File: src/rtl/axis_join_rr_pkg.sv
// -----------------------------------------------------------------------------
// axis_join_rr_pkg
//
// Purpose : Shared definitions for the alternating fork/join AXI-Stream pair.
//           The lane-select encoding must match the fork stage bit for bit.
//           PHASE_S01 (1'b0) names lane s01, which carries the 1st, 3rd, ... beat.
//           PHASE_S00 (1'b1) names lane s00, which carries the 2nd, 4th, ... beat.
//
// Contents: phase_e      - lane-select phase encoding
//           SKID_DEPTH   - entries per lane skid buffer
//           wait_width() - width of the watchdog stall counter for a timeout
// -----------------------------------------------------------------------------
package axis_join_rr_pkg;

  typedef enum logic {
    PHASE_S01 = 1'b0,
    PHASE_S00 = 1'b1
  } phase_e;

  localparam int SKID_DEPTH = 2;

  // The stall counter has to hold the value TIMEOUT itself, because it
  // saturates there. A disabled watchdog (timeout 0) still gets one bit so
  // that no declaration has zero width.
  function automatic int wait_width(input int timeout);
    return (timeout > 0) ? $clog2(timeout + 1) : 1;
  endfunction

endpackage

File: src/rtl/axis_join_rr_skid_fifo2.sv
// -----------------------------------------------------------------------------
// axis_skid_fifo2
//
// Purpose : A 2-entry FIFO that sits in front of one join lane. It accepts a
//           beat on every cycle unless both entries are occupied. A push and a
//           pop may occur in the same cycle: at count 1 the count stays the
//           same, and at count 0 only the push takes effect.
//
// Ports   : clk       in   clock
//           rst       in   synchronous active-high reset
//           i_tvalid  in   upstream valid
//           i_tdata   in   upstream data [DATA_WD]
//           o_tready  out  upstream ready; = !rst && (count != 2)
//           o_tvalid  out  FIFO non-empty (head valid)
//           o_tdata   out  head-of-FIFO data [DATA_WD]
//           i_pop     in   consume head; ignored while empty
// -----------------------------------------------------------------------------
module axis_skid_fifo2
  import axis_join_rr_pkg::*;
#(
  parameter int DATA_WD = 64
) (
  input  logic               clk,
  input  logic               rst,
  input  logic               i_tvalid,
  input  logic [DATA_WD-1:0] i_tdata,
  output logic               o_tready,
  output logic               o_tvalid,
  output logic [DATA_WD-1:0] o_tdata,
  input  logic               i_pop
);

  logic [DATA_WD-1:0] r_mem [SKID_DEPTH];
  logic               r_wr_ptr;
  logic               r_rd_ptr;
  logic [1:0]         r_count;

  logic               w_push;
  logic               w_pop;

  // Ready is qualified with rst so that no beat can be accepted (and lost)
  // during the reset cycle.
  assign o_tready = !rst && (r_count != 2'd2);
  assign w_push   = i_tvalid && o_tready;
  assign w_pop    = i_pop && (r_count != 2'd0);

  assign o_tvalid = (r_count != 2'd0);
  assign o_tdata  = r_mem[r_rd_ptr];

  // NOTE: every register written on a clock edge uses non-blocking '<='.
  // As a result, all blocks see the pre-edge values of one another.
  always_ff @(posedge clk) begin
    if (rst) begin
      r_wr_ptr <= 1'b0;
      r_rd_ptr <= 1'b0;
      r_count  <= 2'd0;
    end else begin
      if (w_push) r_wr_ptr <= ~r_wr_ptr;
      if (w_pop)  r_rd_ptr <= ~r_rd_ptr;
      if (w_push && !w_pop)      r_count <= r_count + 2'd1;
      else if (w_pop && !w_push) r_count <= r_count - 2'd1;
    end
  end

  // NOTE: the storage array has no reset. r_count alone decides whether an
  // entry is valid, so stale contents are never observed. Leaving the array
  // unreset also keeps it a plain register file.
  always_ff @(posedge clk) begin
    if (w_push) r_mem[r_wr_ptr] <= i_tdata;
  end

endmodule

File: src/rtl/axis_join_rr.sv
// -----------------------------------------------------------------------------
// axis_join_rr
//
// Purpose : Order-restoring merge of the two lanes produced by the alternating
//           fork stage. Beats are taken strictly in turn: first s01, then s00,
//           then s01 again, and so on. This rebuilds the original beat order.
//           Each lane has a 2-entry skid buffer, and the output is registered,
//           so alternating traffic sustains one beat per cycle. A sticky
//           watchdog raises order_err when the selected lane starves the
//           alternation while the other lane is holding data.
//
// Parameters: DATA_WD  tdata width
//             CNT_WD   width of the delivered-beat counter
//             TIMEOUT  stall cycles before order_err sets; 0 disables it
//
// Ports   : clk              in   clock
//           rst              in   synchronous active-high reset
//           s00_axis_tvalid  in   lane 00 valid (2nd, 4th, ... beats)
//           s00_axis_tdata   in   lane 00 data
//           s00_axis_tready  out  lane 00 ready
//           s01_axis_tvalid  in   lane 01 valid (1st, 3rd, ... beats)
//           s01_axis_tdata   in   lane 01 data
//           s01_axis_tready  out  lane 01 ready
//           m_axis_tvalid    out  merged valid (registered)
//           m_axis_tdata     out  merged data (registered)
//           m_axis_tready    in   merged ready
//           beat_cnt         out  beats delivered on m_axis, wraps
//           order_err        out  sticky watchdog flag, cleared only by rst
// -----------------------------------------------------------------------------
module axis_join_rr
  import axis_join_rr_pkg::*;
#(
  parameter int DATA_WD = 64,
  parameter int CNT_WD  = 32,
  parameter int TIMEOUT = 1024
) (
  input  logic               clk,
  input  logic               rst,
  input  logic               s00_axis_tvalid,
  input  logic [DATA_WD-1:0] s00_axis_tdata,
  output logic               s00_axis_tready,
  input  logic               s01_axis_tvalid,
  input  logic [DATA_WD-1:0] s01_axis_tdata,
  output logic               s01_axis_tready,
  output logic               m_axis_tvalid,
  output logic [DATA_WD-1:0] m_axis_tdata,
  input  logic               m_axis_tready,
  output logic [CNT_WD-1:0]  beat_cnt,
  output logic               order_err
);

  localparam int WAIT_WD = wait_width(TIMEOUT);

  // Lane buffer heads
  logic               w_s00_valid;
  logic [DATA_WD-1:0] w_s00_data;
  logic               w_s01_valid;
  logic [DATA_WD-1:0] w_s01_data;
  logic               w_pop_s00;
  logic               w_pop_s01;

  // Selection and output control
  phase_e             r_phase;
  phase_e             w_phase_nxt;
  logic               w_out_free;
  logic               w_sel_nonempty;
  logic               w_other_nonempty;
  logic [DATA_WD-1:0] w_sel_data;
  logic               w_load_en;

  logic               r_m_tvalid;
  logic [DATA_WD-1:0] r_m_tdata;
  logic [CNT_WD-1:0]  r_beat_cnt;

  // ---------------------------------------------------------------------------
  // Per-lane skid buffers
  // ---------------------------------------------------------------------------
  axis_skid_fifo2 #(.DATA_WD(DATA_WD)) u_skid_s00 (
    .clk      (clk),
    .rst      (rst),
    .i_tvalid (s00_axis_tvalid),
    .i_tdata  (s00_axis_tdata),
    .o_tready (s00_axis_tready),
    .o_tvalid (w_s00_valid),
    .o_tdata  (w_s00_data),
    .i_pop    (w_pop_s00)
  );

  axis_skid_fifo2 #(.DATA_WD(DATA_WD)) u_skid_s01 (
    .clk      (clk),
    .rst      (rst),
    .i_tvalid (s01_axis_tvalid),
    .i_tdata  (s01_axis_tdata),
    .o_tready (s01_axis_tready),
    .o_tvalid (w_s01_valid),
    .o_tdata  (w_s01_data),
    .i_pop    (w_pop_s01)
  );

  // ---------------------------------------------------------------------------
  // Lane selection. Only the lane named by the phase can be drained. The other
  // lane waits even while the output is idle, because draining it early would
  // reorder the stream.
  // ---------------------------------------------------------------------------
  assign w_out_free       = !r_m_tvalid || m_axis_tready;
  assign w_sel_nonempty   = (r_phase == PHASE_S00) ? w_s00_valid : w_s01_valid;
  assign w_other_nonempty = (r_phase == PHASE_S00) ? w_s01_valid : w_s00_valid;
  assign w_sel_data       = (r_phase == PHASE_S00) ? w_s00_data  : w_s01_data;
  assign w_load_en        = w_out_free && w_sel_nonempty;

  // NOTE: each signal driven from always_comb receives a default value first.
  // A path that leaves a signal unassigned would infer a latch.
  always_comb begin
    w_phase_nxt = r_phase;
    w_pop_s00   = 1'b0;
    w_pop_s01   = 1'b0;
    if (w_load_en) begin
      if (r_phase == PHASE_S00) begin
        w_pop_s00   = 1'b1;
        w_phase_nxt = PHASE_S01;
      end else begin
        w_pop_s01   = 1'b1;
        w_phase_nxt = PHASE_S00;
      end
    end
  end

  always_ff @(posedge clk) begin
    if (rst) r_phase <= PHASE_S01;
    else     r_phase <= w_phase_nxt;
  end

  // ---------------------------------------------------------------------------
  // Registered output stage. When the slot is free and the selected lane has
  // nothing to offer, valid is withdrawn rather than held.
  // ---------------------------------------------------------------------------
  always_ff @(posedge clk) begin
    if (rst) begin
      r_m_tvalid <= 1'b0;
      r_m_tdata  <= '0;
    end else if (w_out_free) begin
      r_m_tvalid <= w_sel_nonempty;
      if (w_sel_nonempty) r_m_tdata <= w_sel_data;
    end
  end

  always_ff @(posedge clk) begin
    if (rst)                             r_beat_cnt <= '0;
    else if (r_m_tvalid && m_axis_tready) r_beat_cnt <= r_beat_cnt + CNT_WD'(1);
  end

  assign m_axis_tvalid = r_m_tvalid;
  assign m_axis_tdata  = r_m_tdata;
  assign beat_cnt      = r_beat_cnt;

  // ---------------------------------------------------------------------------
  // Watchdog. Stall cycles are counted only while the other lane is holding
  // data. An empty other lane means the traffic has simply paused, which is
  // not an ordering hazard, so it clears the count.
  // ---------------------------------------------------------------------------
  generate
    if (TIMEOUT > 0) begin : g_wdog
      localparam logic [WAIT_WD-1:0] TIMEOUT_W = WAIT_WD'(TIMEOUT);

      logic [WAIT_WD-1:0] r_wait_cnt;
      logic               r_order_err;
      logic               w_starve;

      assign w_starve = w_out_free && !w_sel_nonempty && w_other_nonempty;

      always_ff @(posedge clk) begin
        if (rst) begin
          r_wait_cnt  <= '0;
          r_order_err <= 1'b0;
        end else begin
          if (w_load_en || !w_other_nonempty)
            r_wait_cnt <= '0;
          else if (w_starve && (r_wait_cnt != TIMEOUT_W))
            r_wait_cnt <= r_wait_cnt + WAIT_WD'(1);

          if (r_wait_cnt == TIMEOUT_W) r_order_err <= 1'b1;
        end
      end

      assign order_err = r_order_err;
    end else begin : g_no_wdog
      assign order_err = 1'b0;
    end
  endgenerate

endmodule
File: config.mk
export PLATFORM = sky130hd
export DESIGN_NAME = axis_join_rr
export DESIGN_NICKNAME = d
export VERILOG_FILES = /design/src/rtl/axis_join_rr_pkg.sv /design/src/rtl/axis_join_rr_skid_fifo2.sv /design/src/rtl/axis_join_rr.sv
export SDC_FILE = /design/constraint.sdc
export NUM_CORES = 1
export LEC_CHECK = 0
export CORE_ASPECT_RATIO = 1.4
export CORE_UTILIZATION = 45
export DETAILED_ROUTE_END_ITERATION = 10
export PLACE_DENSITY = 0.68
export SYNTH_ARGS = -nofsm -noshare
export SYNTH_HDL_FRONTEND = slang
export SYNTH_SLANG_ARGS = --single-unit
File: constraint.sdc
create_clock -name clk -period 4.1 [get_ports clk]
set_input_delay 1.025 -clock clk [delete_from_list [all_inputs] [get_ports clk]]
set_output_delay 1.025 -clock clk [all_outputs]
set_load 0.1 [all_outputs]
---- After elaboration in Yosys (flattened, before gate mapping) ----
Memories as Yosys holds them, arrays and structs flattened. A register that Yosys moved wholly into a read port is not among the register bits.
Index checks and enable logic that the tools add are counted.
word-level totals
  bits in registers ....................... 118
  memory bits (writable) .................. 256
  input bits .............................. 133
  output and inout bits ................... 100
  logic and storage cells ................. 78
  memories ................................ 2
cells by class
  $add $sub $neg .......................... 6
  eq/ne operators ......................... 4
  muxes and demuxes ....................... 19
  bitwise operators ....................... 4
  reductions and logical operators ........ 31
memories
  memory            depth  bits a word  read ports  clocked after Yosys merged registers in  write ports  RTL line                       text
  u_skid_s00.r_mem  2      64           1           1                                        1            axis_join_rr_skid_fifo2.sv:33  logic [DATA_WD-1:0] r_mem [SKID_DEPTH];
  u_skid_s01.r_mem  2      64           1           1                                        1            axis_join_rr_skid_fifo2.sv:33
operators with widths
  kind                                              number
  two-way mux 64 bit                                1
  adder 32 x 1 -> 32 bit, second input constant     1
  logical AND 1 bit                                 15
  two-way mux 1 bit                                 14
  adder 11 x 1 -> 11 bit, second input constant     1
  == test 11 bit, second input constant             1
  inequality test 11 bit, second input constant     1
  logical NOT 1 bit                                 8
  two-way mux 2 bit                                 4
  nonzero test 2 bit                                4
  adder 2 x 1 -> 2 bit, second input constant       2
  inequality test 2 bit, second input constant      2
  NOT 1 bit                                         4
  subtractor 2 x 1 -> 2 bit, second input constant  2
  logical OR 1 bit                                  2
  AND reduction 2 bit                               1
  OR reduction 2 bit                                1

---- Logic depth before layout (Yosys ltp) ----
  word-level depth ........................ 8
  depth in mapped cells ................... 8
  depth with buffers taken out ............ 8

---- By module ----
A second synthesis with hierarchy kept.
second synthesis, totals
  cells, all modules ...................... 952
  area total of the unflattened synthesis .. 14183.6 um^2
modules (own cells, without submodules)
  module           times used  cells an instance  area each (um^2)  sequential area each (um^2)
  axis_skid_fifo2  2           226                4845.9            3943.8
  axis_join_rr     1           500                4491.8            2202.1

---- Worst setup path after synthesis ----
OpenSTA, ideal clock, no wires.
  path type ............................... input to register
  from .................................... in rst
  to ...................................... mem u_skid_s00.r_mem[0][0] (enable)
  arrival time ............................ 5.625 ns
  data required time ...................... 3.613 ns
  slack ................................... -2.011 ns
  stages .................................. 3
  buffers on the path ..................... 0
  path through ............................ a21oi_1 nand2_1 nor2_1
between the ends
  word-level cells in the longest chain between the ends .. 5
ends and longest elaborated chain
  item                                     RTL line                       text
  from (decl)                              axis_join_rr.sv:38             input logic rst,
  logical NOT 1 bit                        axis_join_rr_skid_fifo2.sv:43  assign o_tready = !rst && (r_count != 2'd2);
  logical AND 1 bit                        axis_join_rr_skid_fifo2.sv:43
  logical AND 1 bit                        axis_join_rr_skid_fifo2.sv:44  assign w_push = i_tvalid && o_tready;
  two-way mux 1 bit                        axis_join_rr_skid_fifo2.sv:69  if (w_push) r_mem[r_wr_ptr] <= i_tdata;
  two-way mux 1 bit (implied by the code)  axis_join_rr_skid_fifo2.sv:69
  to (decl)                                axis_join_rr_skid_fifo2.sv:33
No other way between the ends.

---- Final worst setup path ----
  from .................................... reg r_m_tvalid, in the netlist m_axis_tvalid
  to ...................................... out m_axis_tvalid
RTL lines
  item                    RTL line             text
  from (decl)             axis_join_rr.sv:71   logic r_m_tvalid;
  from (signal assigned)  axis_join_rr.sv:142  r_m_tvalid <= w_sel_nonempty;
  to (decl)               axis_join_rr.sv:45   output logic m_axis_tvalid,
No word-level cell between the ends.

==> summary.md <==
| Metric | Value |
|---|---|
| CP max FO | 7 |
| Worst endpoint data arrival time | 2160 ps |
| Crit-path leading delay family | buffers and inverters |
| Syn_area_per_cell | 14.2 um^2 |
| Clk Latency, worst-skew pair | 530 ps |
| Largest net degree at the start of global routing | 65 |
| Fin area | 0.0180 mm^2 |
| Final Power | 12.8 mW |
| Hold Crit Start | order_err |
| Synthesized Nets | 1120 |
| Row count | 75 |
| WL per Instance | 19.5 um |
| Flop2flop setup slack | 1690 ps |
| #FFs+latches synth | 376 |
| Yosys warnings | 0 |
| Pwr dens | 713 mW/mm^2 |
| CTS tree | built |
| Max Cap Viol | 0 |
| Seq/Total Area, Yosys | 0.723 |
| R2R depth | 7 |
| Min cycle time layout | 3180 ps |
| Final Max Tran Viols | 0 |
| Most common cell after layout, fill and taps aside | edfxtp_1 |
| Netlist cell types | 37 |
| Clk sink count | 376 |
| Reg2reg end | m_axis_tdata[20] |
| Routability Congestion | 0.775 |
| Via Count | 8674 |
| Setup violators final | 0 |
| Cts hold-fix bufs | 0 |
| CP endpoint kind | output pin |
| Share of cells above drive strength 1 | 0.0731 |
| Mapped Area | 0.0140 mm^2 |
| Clock Skew | 20.0 ps |
| Starting Density | 0.462 |
| Number of setup buffers added after CTS | 0 |
| Htree depth | 2 |
| Critical Path RT | 3070 ps |
| Final Hold Fails | 0 |
| Initial antenna violation count | 3 |
| CP Cell Sequence | clkdlybuf4s50_1 |
| CTS root buffer | clkbuf_16 |
| Fmax | 314 MHz |
| Post-DP Area | 0.0168 mm^2 |
| Reg2reg start | m_axis_tvalid |
| First-pass detailed-route iteration total | 4 |
| First-pass GRT wire length | 48500 um |
| Avg Vias per Cell | 5.31 |
| Initial drt markers | 427 |
| Max-slew headroom | 0.275 |
| Max clock buf depth | 3 |
| Critical path launch point type | flip-flop |
| Die height | 210 um |
| Worst Hold End | order_err |
| Die area | 0.0318 mm^2 |
| Detailed Route WL | 31800 um |
| Clock buffer count from CTS | 36 |
| Mapped Cells | 982 |
| Status | complete, no violations |
| Detail Route Antenna Nets | 0 |
| Worst Hold Depth | 2 |
| Number of buffers and inverters on the critical path | 1 |
| Ys flop type | edfxtp_1 |
| Die extent in x | 151 um |
| I/O pins | 233 |
| Cell Count, Final, Fillers Out | 1632 |
| Final core utilization | 0.595 |
| P_leak | 5.96 nW |
| Gr usage total | 0.204 |
| Crit-path slowest cell | clkdlybuf4s50_1 |
| FFs w/ async S/R, synth | 0 |
| Post-CTS resize count | 0 |
| # nets final | 1355 |
| Gr ovfl total | 0 |
| Peak supply drop | 0.420 mV |
| Vias in the first global route | 8795 |
| Clk slew on worst S/H paths | 70 ps |
| Synthesis-to-finish area growth | 28.8% |
| Final worst-path setup slack | 918 ps |
| PortBufs | 232 |
| Post-DP HPWL | 19200 um |
| Tcrit/Tclk final | 0.776 |
| Tightest Hold Check Type | flip-flop to flip-flop |
| Most frequent cells in the layout | 256 x edfxtp_1, 229 x clkdlybuf4s50_1, 129 x mux2i_1, 119 x nor2_1, 118 x dfxtp_1 |
| Placed Instances | 1564 |
| Setup TNS | 0 ps |
| Crit path kind | flip-flop to output pin |
| RSZ-0062 raised after global routing | no |
| Post-route DRC | 0 |
| Worst-Margin Slew | 1080 ps |
| Hold_ws | 467 ps |
| Max incr delay on CP | 1180 ps |
| Post-Place Setup Slack | 522 ps |
| Core Area | 0.0302 mm^2 |
| EDFF count, synth | 256 |
## per-layer routing
metal | up-vias | wire [um] | global-route usage
met5 | - | 13 | 0
met4 | 2 | 1030 | 0.0810
met3 | 64 | 1290 | 0.0377
met2 | 225 | 16400 | 0.354
met1 | 4261 | 13100 | 0.247
li1 | 4122 | - | -
## final cells by class
class                   count  area (um^2)
fillers                  2363        12200
flip-flops and latches    376        10100
multi-input cells         539         3660
repair buffers            251         2510
clock buffers              44          962
well taps                 385          482
clock inverters            22          220
inverters                  13         48.8
diodes                      2         5.00
## logic make-up (layout without fill, tap and decap cells)
| family | after synthesis | in the layout | synth area share |
|---|---|---|---|
| AOI/OAI and AO/OA | 156 | 156 | 0.0637 |
| buffers and inverters | 67 | 330 | 0.0181 |
| muxes | 129 | 129 | 0.0925 |
| and+or+nand+nor | 203 | 203 | 0.0699 |
| other | 0 | 2 | 0 |
| xor gates and xnor gates | 46 | 46 | 0.0289 |
| adders and majority gates | 5 | 5 | 0.00448 |
| DFF | 376 | 376 | 0.723 |
## worst max-delay path by stage
stage | startpoint | to | slack [ps] | depth (start not counted)
after floorplan | rst | u_skid_s01.r_mem[1][0] | 80 | 2
after detailed placement | m_axis_tready | u_skid_s01.r_count[1] | 520 | 7
final | m_axis_tvalid | m_axis_tvalid | 920 | 1
after global routing | beat_cnt[10] | beat_cnt[10] | 830 | 1
after global placement | m_axis_tready | u_skid_s01.r_count[1] | 510 | 7
after CTS | m_axis_tvalid | m_axis_tvalid | 890 | 1
## Yosys cell counts, types with 2 or more instances
master	count	area [um^2]
o211ai_1	3	22.5
a211oi_1	5	37.5
nand2_1	15	56.3
or3_1	6	37.5
nand4_4	2	42.5
a21oi_1	75	375
nand3_1	17	85.1
and3_1	6	37.5
buf_1	6	22.5
nor2_1	121	454
and2_1	2	12.5
edfxtp_1	256	7690
or4_1	3	22.5
mux2i_1	129	1290
inv_1	13	48.8
nand4_1	11	68.8
o22ai_1	64	400
xnor2_1	14	123
o31ai_1	2	15.0
ha_1	5	62.6
and4_1	4	35.0
o21ai_0	6	30.0
xor2_1	32	280
nor4_1	5	31.3
nor3_1	3	15.0
dfxtp_1	120	2400
clkbuf_1	47	176
## flip-flops by register name, indices dropped and copies added (netlist names), named ones only
register / flops
r_phase: 1
g_wdog.r_wait_cnt: 11
u_skid_s00.r_count: 2
u_skid_s01.r_count: 2
u_skid_s00.r_mem: 128
u_skid_s01.r_rd_ptr: 1
m_axis_tdata: 64
u_skid_s01.r_wr_ptr: 1
u_skid_s00.r_rd_ptr: 1
u_skid_s00.r_wr_ptr: 1
u_skid_s01.r_mem: 128
beat_cnt: 32
order_err: 1
m_axis_tvalid: 1
## report_power, final
group / leakage [nW] / total, mW / switching (mW) / internal (mW)
Combinational: 2.06 / 4.59 / 3.30 / 1.29
Clock: 0.571 / 3.32 / 1.38 / 1.93
Sequential: 3.32 / 4.92 / 0.355 / 4.56
(Power assumes the default switching activity.)
